$ cat src/rtl/fetch_pc_ctrl.sv
// fetch_pc_ctrl -- fetch-stage PC sequencer and branch-recovery unit.
//
// Selects the next fetch PC for the dual-issue fetch pair {PCF, PCF+4} from
// the local branch predictor output, carries the prediction into Decode with
// the pair, checks it against the branch outcomes resolved in Decode and, on
// a mismatch, redirects fetch, squashes the wrong-path pair and counts it.
//
// Ports:
//   clk, rst                 clock; asynchronous active-high reset
//   stallF / stallD          hold fetch PC / hold Decode registers
//   pred_taken[1:0]          predictor taken (bit0 = slot1, bit1 = slot2)
//   PC_pred                  predicted target
//   pcsrcD1/2, PCBranchD1/2  resolved outcome and target of Decode slots
//   PCF, slot2_validF        fetch PC and slot2-on-path flag
//   PCD, validD, slot2_validD, predD   Decode pair state
//   redirect, redirect_pc    misprediction recovery (redirect_pc = 0 when idle)
//   br_cnt, mp_cnt           saturating resolved-branch / mispredict counters
module fetch_pc_ctrl #(
  parameter logic [31:0] RESET_PC = 32'h0000_0000,
  parameter int unsigned CNT_W    = 16
) (
  input  logic             clk,
  input  logic             rst,
  input  logic             stallF,
  input  logic             stallD,
  input  logic [1:0]       pred_taken,
  input  logic [31:0]      PC_pred,
  input  logic             pcsrcD1,
  input  logic             pcsrcD2,
  input  logic [31:0]      PCBranchD1,
  input  logic [31:0]      PCBranchD2,
  output logic [31:0]      PCF,
  output logic             slot2_validF,
  output logic [31:0]      PCD,
  output logic             validD,
  output logic             slot2_validD,
  output logic [1:0]       predD,
  output logic             redirect,
  output logic [31:0]      redirect_pc,
  output logic [CNT_W-1:0] br_cnt,
  output logic [CNT_W-1:0] mp_cnt
);

  logic [31:0]      r_pcf;
  logic [31:0]      r_pcd;
  logic [31:0]      r_predtgtd;
  logic [1:0]       r_predd;
  logic             r_validd;
  logic             r_slot2_validd;
  logic [CNT_W-1:0] r_br_cnt;
  logic [CNT_W-1:0] r_mp_cnt;

  logic             w_res_active;
  logic             w_redirect;
  logic [31:0]      w_redirect_pc;
  logic             w_br_inc;
  logic [31:0]      w_next_pc;

  assign w_res_active = r_validd & ~stallD;

  // Slot2 is only examined when slot1 is resolved not-taken and was
  // predicted not-taken, so at most one slot contributes a taken branch.
  always_comb begin
    w_redirect    = 1'b0;
    w_redirect_pc = '0;
    w_br_inc      = 1'b0;
    if (w_res_active) begin
      if (pcsrcD1) begin
        w_br_inc = 1'b1;
        if (!r_predd[0] || (r_predtgtd != PCBranchD1)) begin
          w_redirect    = 1'b1;
          w_redirect_pc = PCBranchD1;
        end
      end else if (r_predd[0]) begin
        // Predicted taken but fell through: slot2 was squashed, refetch it.
        w_redirect    = 1'b1;
        w_redirect_pc = r_pcd + 32'd4;
      end else if (r_slot2_validd) begin
        if (pcsrcD2) begin
          w_br_inc = 1'b1;
          if (!r_predd[1] || (r_predtgtd != PCBranchD2)) begin
            w_redirect    = 1'b1;
            w_redirect_pc = PCBranchD2;
          end
        end else if (r_predd[1]) begin
          w_redirect    = 1'b1;
          w_redirect_pc = r_pcd + 32'd8;
        end
      end
    end
  end

  always_comb begin
    w_next_pc = r_pcf + 32'd8;
    if (w_redirect)
      w_next_pc = w_redirect_pc;
    else if (stallF)
      w_next_pc = r_pcf;
    else if (|pred_taken)
      w_next_pc = PC_pred;
  end

  always_ff @(posedge clk or posedge rst) begin
    if (rst)
      r_pcf <= RESET_PC;
    else
      r_pcf <= w_next_pc;
  end

  always_ff @(posedge clk or posedge rst) begin
    if (rst) begin
      r_pcd          <= '0;
      r_predtgtd     <= '0;
      r_predd        <= '0;
      r_validd       <= 1'b0;
      r_slot2_validd <= 1'b0;
    end else if (!stallD) begin
      if (w_redirect || stallF) begin
        r_predd        <= '0;
        r_validd       <= 1'b0;
        r_slot2_validd <= 1'b0;
      end else begin
        r_pcd          <= r_pcf;
        r_predtgtd     <= PC_pred;
        r_predd        <= pred_taken;
        r_validd       <= 1'b1;
        r_slot2_validd <= ~pred_taken[0];
      end
    end
  end

  always_ff @(posedge clk or posedge rst) begin
    if (rst) begin
      r_br_cnt <= '0;
      r_mp_cnt <= '0;
    end else begin
      if (w_br_inc && (r_br_cnt != '1))
        r_br_cnt <= r_br_cnt + 1'b1;
      if (w_redirect && (r_mp_cnt != '1))
        r_mp_cnt <= r_mp_cnt + 1'b1;
    end
  end

  assign PCF          = r_pcf;
  assign slot2_validF = ~pred_taken[0];
  assign PCD          = r_pcd;
  assign validD       = r_validd;
  assign slot2_validD = r_slot2_validd;
  assign predD        = r_predd;
  assign redirect     = w_redirect;
  assign redirect_pc  = w_redirect_pc;
  assign br_cnt       = r_br_cnt;
  assign mp_cnt       = r_mp_cnt;

endmodule
$ cat config.mk
export PLATFORM = sky130hd
export DESIGN_NAME = fetch_pc_ctrl
export DESIGN_NICKNAME = d
export VERILOG_FILES = /design/src/rtl/fetch_pc_ctrl.sv
export SDC_FILE = /design/constraint.sdc
export NUM_CORES = 1
export LEC_CHECK = 0
export ABC_AREA = 0
export CAP_MARGIN = 20
export CORE_UTILIZATION = 40
export CTS_CLUSTER_SIZE = 24
export DETAILED_ROUTE_END_ITERATION = 8
export GPL_ROUTABILITY_DRIVEN = 0
export HOLD_SLACK_MARGIN = 0.03
export PLACE_DENSITY = 0.68
export SLEW_MARGIN = 25
export SYNTH_ARGS = -nofsm -noshare
export SYNTH_HDL_FRONTEND = slang
export SYNTH_SLANG_ARGS = --single-unit
$ cat constraint.sdc
create_clock -name clk -period 6 [get_ports clk]
set_input_delay 1.5 -clock clk [delete_from_list [all_inputs] [get_ports clk]]
set_output_delay 1.5 -clock clk [all_outputs]
set_load 0.05 [all_outputs]
==> results of run 1 <==
-- power by group through the flow --
stage | logic [mW] | clock network [mW] | registers [mW]
after floorplan | 0.665 | 0 | 1.73
after global placement | 1.62 | 0 | 1.40
after detailed placement | 1.64 | 0 | 1.41
after CTS | 1.65 | 1.15 | 1.39
after global routing | 1.74 | 1.18 | 1.43
final | 1.66 | 1.15 | 1.41
-- placed cells by master, fill, tap and decap left out, drive strengths merged, types with 7 or more instances in the layout --
| master | synthesis | final |
|---|---|---|
| o21ai | 37 | 37 |
| nand2b | 10 | 10 |
| a21o | 8 | 8 |
| a31oi | 10 | 10 |
| and4 | 11 | 11 |
| o32ai | 13 | 13 |
| clkbuf | 61 | 18 |
| a21oi | 50 | 50 |
| inv | 38 | 40 |
| and2 | 12 | 12 |
| or4 | 7 | 7 |
| o22ai | 22 | 22 |
| xor2 | 55 | 55 |
| nand4 | 50 | 50 |
| a22oi | 7 | 7 |
| nor2 | 77 | 77 |
| nor3 | 40 | 40 |
| mux2 | 68 | 68 |
| and3 | 15 | 15 |
| o21bai | 11 | 11 |
| nor4 | 13 | 13 |
| dfrtp | 132 | 132 |
| buf | 11 | 58 |
| a221oi | 21 | 21 |
| nand3 | 55 | 55 |
| nand2 | 52 | 52 |
| clkdlybuf4s50 | 0 | 202 |
| xnor2 | 82 | 82 |
-- synthesized netlist by cell type (all sizes together) (4+ instances only) --
library cell and n:
nand2 52, a22oi 7, nand4 50, a41oi 4, a22o 6, xnor2 82
a21o 8, and2 12, or3 4, nand3 55, inv 38, and4 11
nor4 13, o31ai 4, a221oi 21, o21bai 11, dfrtp 132, clkbuf 61
nand2b 10, buf 11, o211ai 5, a211oi 4, a31oi 10, o221ai 5
xor2 55, o21ai 37, a21oi 50, o22ai 22, and3 15, mux2 68
or4 7, nor2 77, nor3 40, o32ai 13, ha 5
-- area by class of cell --
| cell class | count | area (um^2) |
|---|---|---|
| clock inverter | 14 | 201 |
| tap | 285 | 357 |
| fill | 2020 | 10100 |
| multi-input combinational | 798 | 5490 |
| timing repair buffer | 260 | 2640 |
| sequential | 132 | 3300 |
| clock buffer | 18 | 429 |
| inverter | 38 | 145 |
-- how the worst max path moves through the flow --
stage / from / to / slack (ps) / cells after the start
2_1_floorplan: PCBranchD2[5] / redirect_pc[31] / 610 / 5
3_3_place_gp: PCBranchD2[2] / redirect_pc[25] / 280 / 9
3_5_place_dp: PCBranchD2[2] / redirect_pc[25] / 270 / 9
4_1_cts: PCBranchD2[13] / redirect_pc[25] / 240 / 9
5_1_grt: PCBranchD2[18] / redirect_pc[25] / 50 / 9
6_report: PCBranchD2[2] / redirect_pc[25] / 160 / 9
-- cells by family (layout without fill, tap and decap cells) --
family	Yosys count	after routing
simple gates	356	356
compound gates	229	229
xor+xnor	137	137
flops	132	132
buf+inv	110	330
mux	71	71
fa+ha+maj	5	5
-- stage by stage --
step                instance area [um^2]  total power [mW]
finish                             12600              4.21
global route                       12600              4.36
CTS                                12600              4.19
detailed placement                 11900              3.05
global placement                   11900              3.03
floorplan                           9220              2.40
-- repair_timing --
item | in CTS | in global routing
resized for setup | 0 | 1
endpoints found under the setup margin | 0 | 2
endpoints found under the hold margin | 0 | 0
-- registers in the layout, summed over array words and instances, names as in the netlist --
register	count
PCD	32
r_predtgtd	32
validD	1
predD	2
slot2_validD	1
mp_cnt	16
PCF	32
br_cnt	16
-- metal layers --
| layer | part of all wire, % | vias up |
|---|---|---|
| li1 | - | 4258 |
| met1 | 40 | 4495 |
| met2 | 44 | 645 |
| met3 | 11 | 115 |
| met4 | 5.1 | 0 |
| met5 | 0 | - |
==> impl_summary.log, run 1 <==
[metrics] dominant combinational cell family by area after synthesis: simple AND/OR/NAND/NOR gates
[metrics] number of placement rows: 55
[metrics] wire length of the first global-routing pass: 55,000 um
[metrics] mean instance size in the synthesized netlist: 8.86 um^2
[metrics] Max stage delay cell, worst path: or4_1
[metrics] DRC violations left: 0
[metrics] largest net degree at the start of global routing: 73
[metrics] CP cell instances: clkdlybuf4s50_1, xnor2_1, nand4_1, or4_1, nor3_1, o21ai_0, a221oi_1, nor3_1, buf_4
[metrics] global-route layer with the greatest usage: met2
[metrics] proportion of register bits with asynchronous set or reset after synthesis: 100%
[metrics] total power divided by cell area: 335 mW/mm^2
[metrics] routed wirelength normalized by instance count: 23.4 um
[metrics] post-synthesis mux area share: 8.64%
[metrics] Clock Sink Count: 132
[metrics] setup repair after global routing missed its margin: no
[metrics] starting density of the core: 40.7%
[metrics] Total Routing Usage GR: 30.7%
[metrics] clock period minus worst slack: 5840 ps
[metrics] routed wire length: 36,200 um
[metrics] I/O pin cnt: 238
[metrics] number of global-route vias before repair: 9,239
[metrics] share of power burned in the clock network: 27.2%
[metrics] floorplan die width: 154 um
[metrics] I/O Buffers: 237
[metrics] Iter 0 DRT Violations: 1,093
[metrics] cell leakage power: 4.90 nW
[metrics] number of antenna violations at the first check in global routing: 0
[metrics] maximum vdd ir drop: 0.304 mV
[metrics] remaining antenna violation count after routing: 0
[metrics] critical path fanouts, max: 3
[metrics] XOR/XNOR share of the synthesized area: 13.0%
[metrics] number of buffers inserted during clock tree synthesis: 17
[metrics] cell area after synthesis: 0.00921 mm^2
[metrics] post-CTS setup buffer count: 0
[metrics] post-cts hold buffer count: 0
[metrics] fraction of final layout cells sized beyond drive strength 1: 12.2%
[metrics] met1 routing resource usage after global routing: 39.0%
[metrics] Net Count, Synth: 1,149
[metrics] Vias per Instance: 6.16
[metrics] buffers and inverters on the worst path: 2
[metrics] met2 Usage GRT: 47.3%
[metrics] final cell count without fillers: 1,545
[metrics] worst setup slack for register-to-register paths: 2180 ps
[metrics] accumulated negative setup slack: 0 ps
[metrics] hold violation count in the final report: 0
[metrics] Tightest Pin Transition: 1020 ps
[metrics] gate count of the mapped netlist: 1,040
[metrics] cell count after placement: 1,513
[metrics] total of max-cap violations: 0
[metrics] number of library cell types mapped by synthesis: 63
[metrics] Slew Viols, Final: 0
[metrics] CTS clock-pin slew for the worst setup and hold paths: 60 ps
[metrics] share of the synthesized area in the top cell type: 35.9%
[metrics] area grow syn2layout: 36.4%
[metrics] hold-critical path depth: 1
[metrics] number of synthesized register bits: 132
[metrics] Most common cell on crit path: nor3_1
[metrics] Worst Path Required: 4500 ps
[metrics] Simple-Gate Fraction of Synth Area: 20.1%
[metrics] worst hold path class: register to register
[metrics] critical path start-end classification: input pin to primary output
[metrics] dominant cell type by area after synthesis: dfrtp_1
[metrics] Critical Path End Type: primary output
[metrics] launch instance of the worst register-to-register path: r_predtgtd[2]
[metrics] hold_ws: 491 ps
[metrics] Slew Limit Headroom: 31.3%
[metrics] met3 Use GR: 8.79%
[metrics] routed via count: 9,513
[metrics] Critical Path Start Type: input pin
[metrics] critical path arrival: 4340 ps
[metrics] Hold Path Origin: br_cnt[10]
[metrics] CP delay by family, top: simple AND/OR/NAND/NOR gates
[metrics] TritonCTS clock tree: done
[metrics] total congestion overflow: 0
[metrics] fraction of the mapped netlist area in compound gates: 16.9%
[metrics] FF-to-FF path depth: 10
[metrics] Largest stage delay, worst path: 580 ps
[metrics] Detailed Routing Iterations Pass 1: 5
[metrics] area of the core region: 0.0226 mm^2
[metrics] insertion delay of the later-clocked pin in the worst-skew pair: 430 ps
[metrics] Final WS setup: 157 ps
[metrics] timing-limited maximum frequency: 171 MHz
[metrics] switch share: 43.0%
[metrics] number of antenna diodes: 0
[metrics] dpl hpwl: 26,800 um
[metrics] Finished Core Util: 55.5%
[metrics] share of synthesized area occupied by flip-flops and latches: 35.9%
[metrics] share of power burned in combinational logic: 39.4%
[metrics] post-route clock skew: 9.69 ps
[metrics] Vert. Die Dim: 154 um
[metrics] post-place setup slack: 266 ps
[metrics] largest buffer count on any clock path: 2
[metrics] adder-cell share of the synthesized area: 0.679%
[metrics] period utilization: 97.4%
[metrics] P_sw: 1.81 mW
[metrics] main area contributors after synthesis: dfrtp_1 36%, xnor2_1 7.8%, mux2_2 6.4%
[metrics] worst reg2reg path endpoint: r_predtgtd[18]
[metrics] Die Outline Area: 0.0236 mm^2
[metrics] number of warnings issued by yosys: 0
[metrics] sequential power share: 33.4%
[metrics] Int Pwr: 2.40 mW
[metrics] maximum level of the CTS H-tree: 4
[metrics] clk root buf: clkbuf_16
[metrics] number of nets in the final layout: 1,356
[metrics] Hold Path End: br_cnt[10]
[metrics] run status: finished, final reports clean
[metrics] Post-synth top flop: dfrtp_1
[metrics] number of enable-type register cells in the synthesized netlist: 0
[metrics] Final setup viols: 0
No activity file was read; power rests on OpenSTA's default activity.
==> run 2, diff against run 1 <==
Settings changed: DONT_BUFFER_PORTS set to 1, PLACE_DENSITY 0.68 to not set, REMOVE_ABC_BUFFERS set to 1.
Clock period 6 ns to 5.6 ns, I/O delays scaled along.
==> run 2 against run 1 <==
Compared with the run above: sequential share of layout area is 5.2 points higher; register-to-register slack worse by 850 ps; power is 3.0% lower; combinational power is 33% lower; count of clock-buffer cells in the layout is 1 higher; via count is 7.5% lower; core utilization is 9.1 points lower; worst setup slack better by 300 ps.
==> impl_summary.log, run 2 (synthesized netlist as in run 1, its figures left out) <==
[metrics] share of power burned in the clock network: 28.3% (was 27.2%)
[metrics] total of cells resized after clock tree synthesis: 0 (unchanged)
[metrics] switch share: 45.6% (was 43.0%)
[metrics] Total Power Consumption: 4.09 mW (was 4.21 mW)
[metrics] worst reg2reg path endpoint: r_predtgtd[15] (was r_predtgtd[18])
[metrics] Int Pwr: 2.23 mW (was 2.40 mW)
[metrics] launch instance of the worst register-to-register path: predD[0] (was r_predtgtd[2])
[metrics] total congestion overflow: 0 (unchanged)
[metrics] cell leakage power: 4.07 nW (was 4.90 nW)
[metrics] hold violation count in the final report: 0 (unchanged)
[metrics] number of nets in the final layout: 1,160 (was 1,356)
[metrics] Iter 0 DRT Violations: 777 (was 1,093)
[metrics] maximum level of the CTS H-tree: 4 (unchanged)
[metrics] Tightest Pin Transition: 1100 ps (was 1020 ps)
[metrics] FF-to-FF path depth: 11 (was 10)
[metrics] post-CTS setup buffer count: 0 (unchanged)
[metrics] I/O pin cnt: 238 (unchanged)
[metrics] number of antenna violations at the first check in global routing: 0 (unchanged)
[metrics] Total Routing Usage GR: 30.1% (was 30.7%)
[metrics] hold-critical path depth: 1 (unchanged)
[metrics] largest buffer count on any clock path: 2 (unchanged)
[metrics] commonest non-fill, non-tap cell in the layout: dfrtp_1 (was clkdlybuf4s50_1)
[metrics] wire length of the first global-routing pass: 53,100 um (was 55,000 um)
[metrics] share of power burned in combinational logic: 27.4% (was 39.4%)
[metrics] period utilization: 91.9%
[metrics] CP cell instances: xnor2_1, nand4_1, or4_1, nor3_1, o21ai_0, a221oi_1, nor3_2, buf_4 (was clkdlybuf4s50_1, xnor2_1, nand4_1, or4_1, nor3_1, o21ai_0, a221oi_1, nor3_1, buf_4)
[metrics] I/O Buffers: 0 (was 237)
[metrics] area grow syn2layout: 14.0% (was 36.4%)
[metrics] fraction of final layout cells sized beyond drive strength 1: 16.8% (was 12.2%)
[metrics] largest net degree at the start of global routing: 101 (was 73)
[metrics] post-route clock skew: 7.73 ps (was 9.69 ps)
[metrics] cell count after placement: 1,313 (was 1,513)
[metrics] total of max-cap violations: 0 (unchanged)
[metrics] Final setup viols: 0 (unchanged)
[metrics] timing-limited maximum frequency: 194 MHz
[metrics] Vert. Die Dim: 154 um (unchanged)
[metrics] critical path fanouts, max: 3 (unchanged)
[metrics] CTS clock-pin slew for the worst setup and hold paths: 60 ps (about the same)
[metrics] clock period minus worst slack: 5150 ps
[metrics] remaining antenna violation count after routing: 0 (unchanged)
[metrics] commonest non-fill, non-tap cells in the layout: 132 x dfrtp_1, 82 x xnor2_1, 76 x nor2_1, 56 x buf_4 (was 202 x clkdlybuf4s50_1, 132 x dfrtp_1, 81 x xnor2_1, 76 x nor2_1)
[metrics] starting density of the core: 40.7% (unchanged)
[metrics] post-cts hold buffer count: 0 (unchanged)
[metrics] clk root buf: clkbuf_16 (unchanged)
[metrics] Slew Viols, Final: 0 (unchanged)
[metrics] routed via count: 8,800 (was 9,513)
[metrics] Clock Sink Count: 132 (unchanged)
[metrics] number of buffers inserted during clock tree synthesis: 17 (unchanged)
[metrics] number of placement rows: 55 (unchanged)
[metrics] number of filler cells placed in the layout: 2,155 (was 2,020)
[metrics] number of antenna diodes: 0 (unchanged)
[metrics] Largest stage delay, worst path: 640 ps (was 580 ps)
[metrics] DRC violations left: 0 (unchanged)
[metrics] Hold Path Origin: r_predtgtd[17] (was br_cnt[10])
[metrics] critical path arrival: 3750 ps (was 4340 ps)
[metrics] total power divided by cell area: 389 mW/mm^2 (was 335 mW/mm^2)
[metrics] maximum vdd ir drop: 0.222 mV (was 0.304 mV)
[metrics] Die Outline Area: 0.0236 mm^2 (unchanged)
[metrics] sequential power share: 44.3% (was 33.4%)
[metrics] run status: finished, final reports clean (unchanged)
[metrics] number of global-route vias before repair: 8,342 (was 9,239)
[metrics] Max stage delay cell, worst path: or4_1 (unchanged)
[metrics] area of the core region: 0.0226 mm^2 (unchanged)
[metrics] worst setup slack for register-to-register paths: 1330 ps (was 2180 ps)
[metrics] final cell count without fillers: 1,349 (was 1,545)
[metrics] routed wirelength normalized by instance count: 26.4 um (was 23.4 um)
[metrics] worst hold path class: register to register (unchanged)
[metrics] Critical Path End Type: primary output (unchanged)
[metrics] Worst Path Required: 4200 ps (was 4500 ps)
[metrics] routed wire length: 35,600 um (was 36,200 um)
[metrics] setup repair after global routing missed its margin: no (unchanged)
[metrics] Hold Path End: r_predtgtd[17] (was br_cnt[10])
[metrics] Critical Path Start Type: input pin (unchanged)
[metrics] P_sw: 1.86 mW (was 1.81 mW)
[metrics] floorplan die width: 154 um (unchanged)
[metrics] critical path start-end classification: input pin to primary output (unchanged)
[metrics] Vias per Instance: 6.52 (was 6.16)
[metrics] dpl hpwl: 26,000 um (was 26,800 um)
[metrics] Slew Limit Headroom: 26.4% (was 31.3%)
[metrics] TritonCTS clock tree: done (unchanged)
[metrics] insertion delay of the later-clocked pin in the worst-skew pair: 440 ps (was 430 ps)
[metrics] Detailed Routing Iterations Pass 1: 5 (unchanged)
-- run 2: area by class of cell --
cell class	count	area [um^2]	share of cell area, %
multi-input cells	798	5640	53.7
flip-flops and latches	132	3300	31.5
well taps	285	357	3.40
repair buffers	64	458	4.36
clock buffers	19	443	4.22
inverters	38	150	1.43
clock inverters	13	153	1.45
-- run 2: power groups by stage --
stage / registers, mW / logic, mW / clock network, mW
after floorplan: 1.91 / 0.615 / 0
after global placement: 1.82 / 1.08 / 0
after detailed placement: 1.82 / 1.10 / 0
after CTS: 1.81 / 1.11 / 1.17
after global routing: 1.84 / 1.20 / 1.20
final: 1.81 / 1.12 / 1.16
-- run 2: worst max path at each step --
| stage | from | endpoint | slack, ps | cells past startpoint |
|---|---|---|---|---|
| after floorplan | PCBranchD1[31] | r_predtgtd[0] | -1040 | 8 |
| after global placement | PCBranchD2[9] | redirect_pc[25] | 540 | 8 |
| after detailed placement | PCBranchD2[9] | redirect_pc[26] | 530 | 7 |
| after CTS | PCBranchD2[9] | redirect_pc[26] | 520 | 7 |
| after global routing | PCBranchD2[26] | redirect_pc[4] | 260 | 8 |
| final | PCBranchD2[9] | redirect_pc[25] | 450 | 8 |
-- run 2: metal layers --
metal / GRT usage (%) / wire length, um / vias up
li1: - / - / 3854
met1: 37.4 / 13600 / 4307
met3: 13.9 / 5020 / 74
met5: 0 / 0 / -
met2: 46.2 / 15900 / 565
met4: 9.62 / 1030 / 0
-- run 2: worst max-delay path, delay by kind of cell --
| kind | cells | cell delay, ps |
|---|---|---|
| AO/OA/AOI/OAI | 2 | 580 |
| AND/OR/NAND/NOR | 4 | 1200 |
| XOR/XNOR | 1 | 350 |
| buffers and inverters | 1 | 210 |
-- run 2: through the flow --
stage / TNS [ps] / hold slack, ps / instance area (um^2) / utilization [%] / setup slack (ps)
after detailed placement: 0 / 567 / 9870 / 43.6 / 526
after global placement: 0 / 557 / 9810 / 43.3 / 542
after CTS: 0 / 581 / 10500 / 46.2 / 520
after global routing: 0 / 600 / 10500 / 46.4 / 258
final: 0 / 582 / 10500 / 46.4 / 453
after floorplan: -72240 / 538 / 8910 / - / -1040
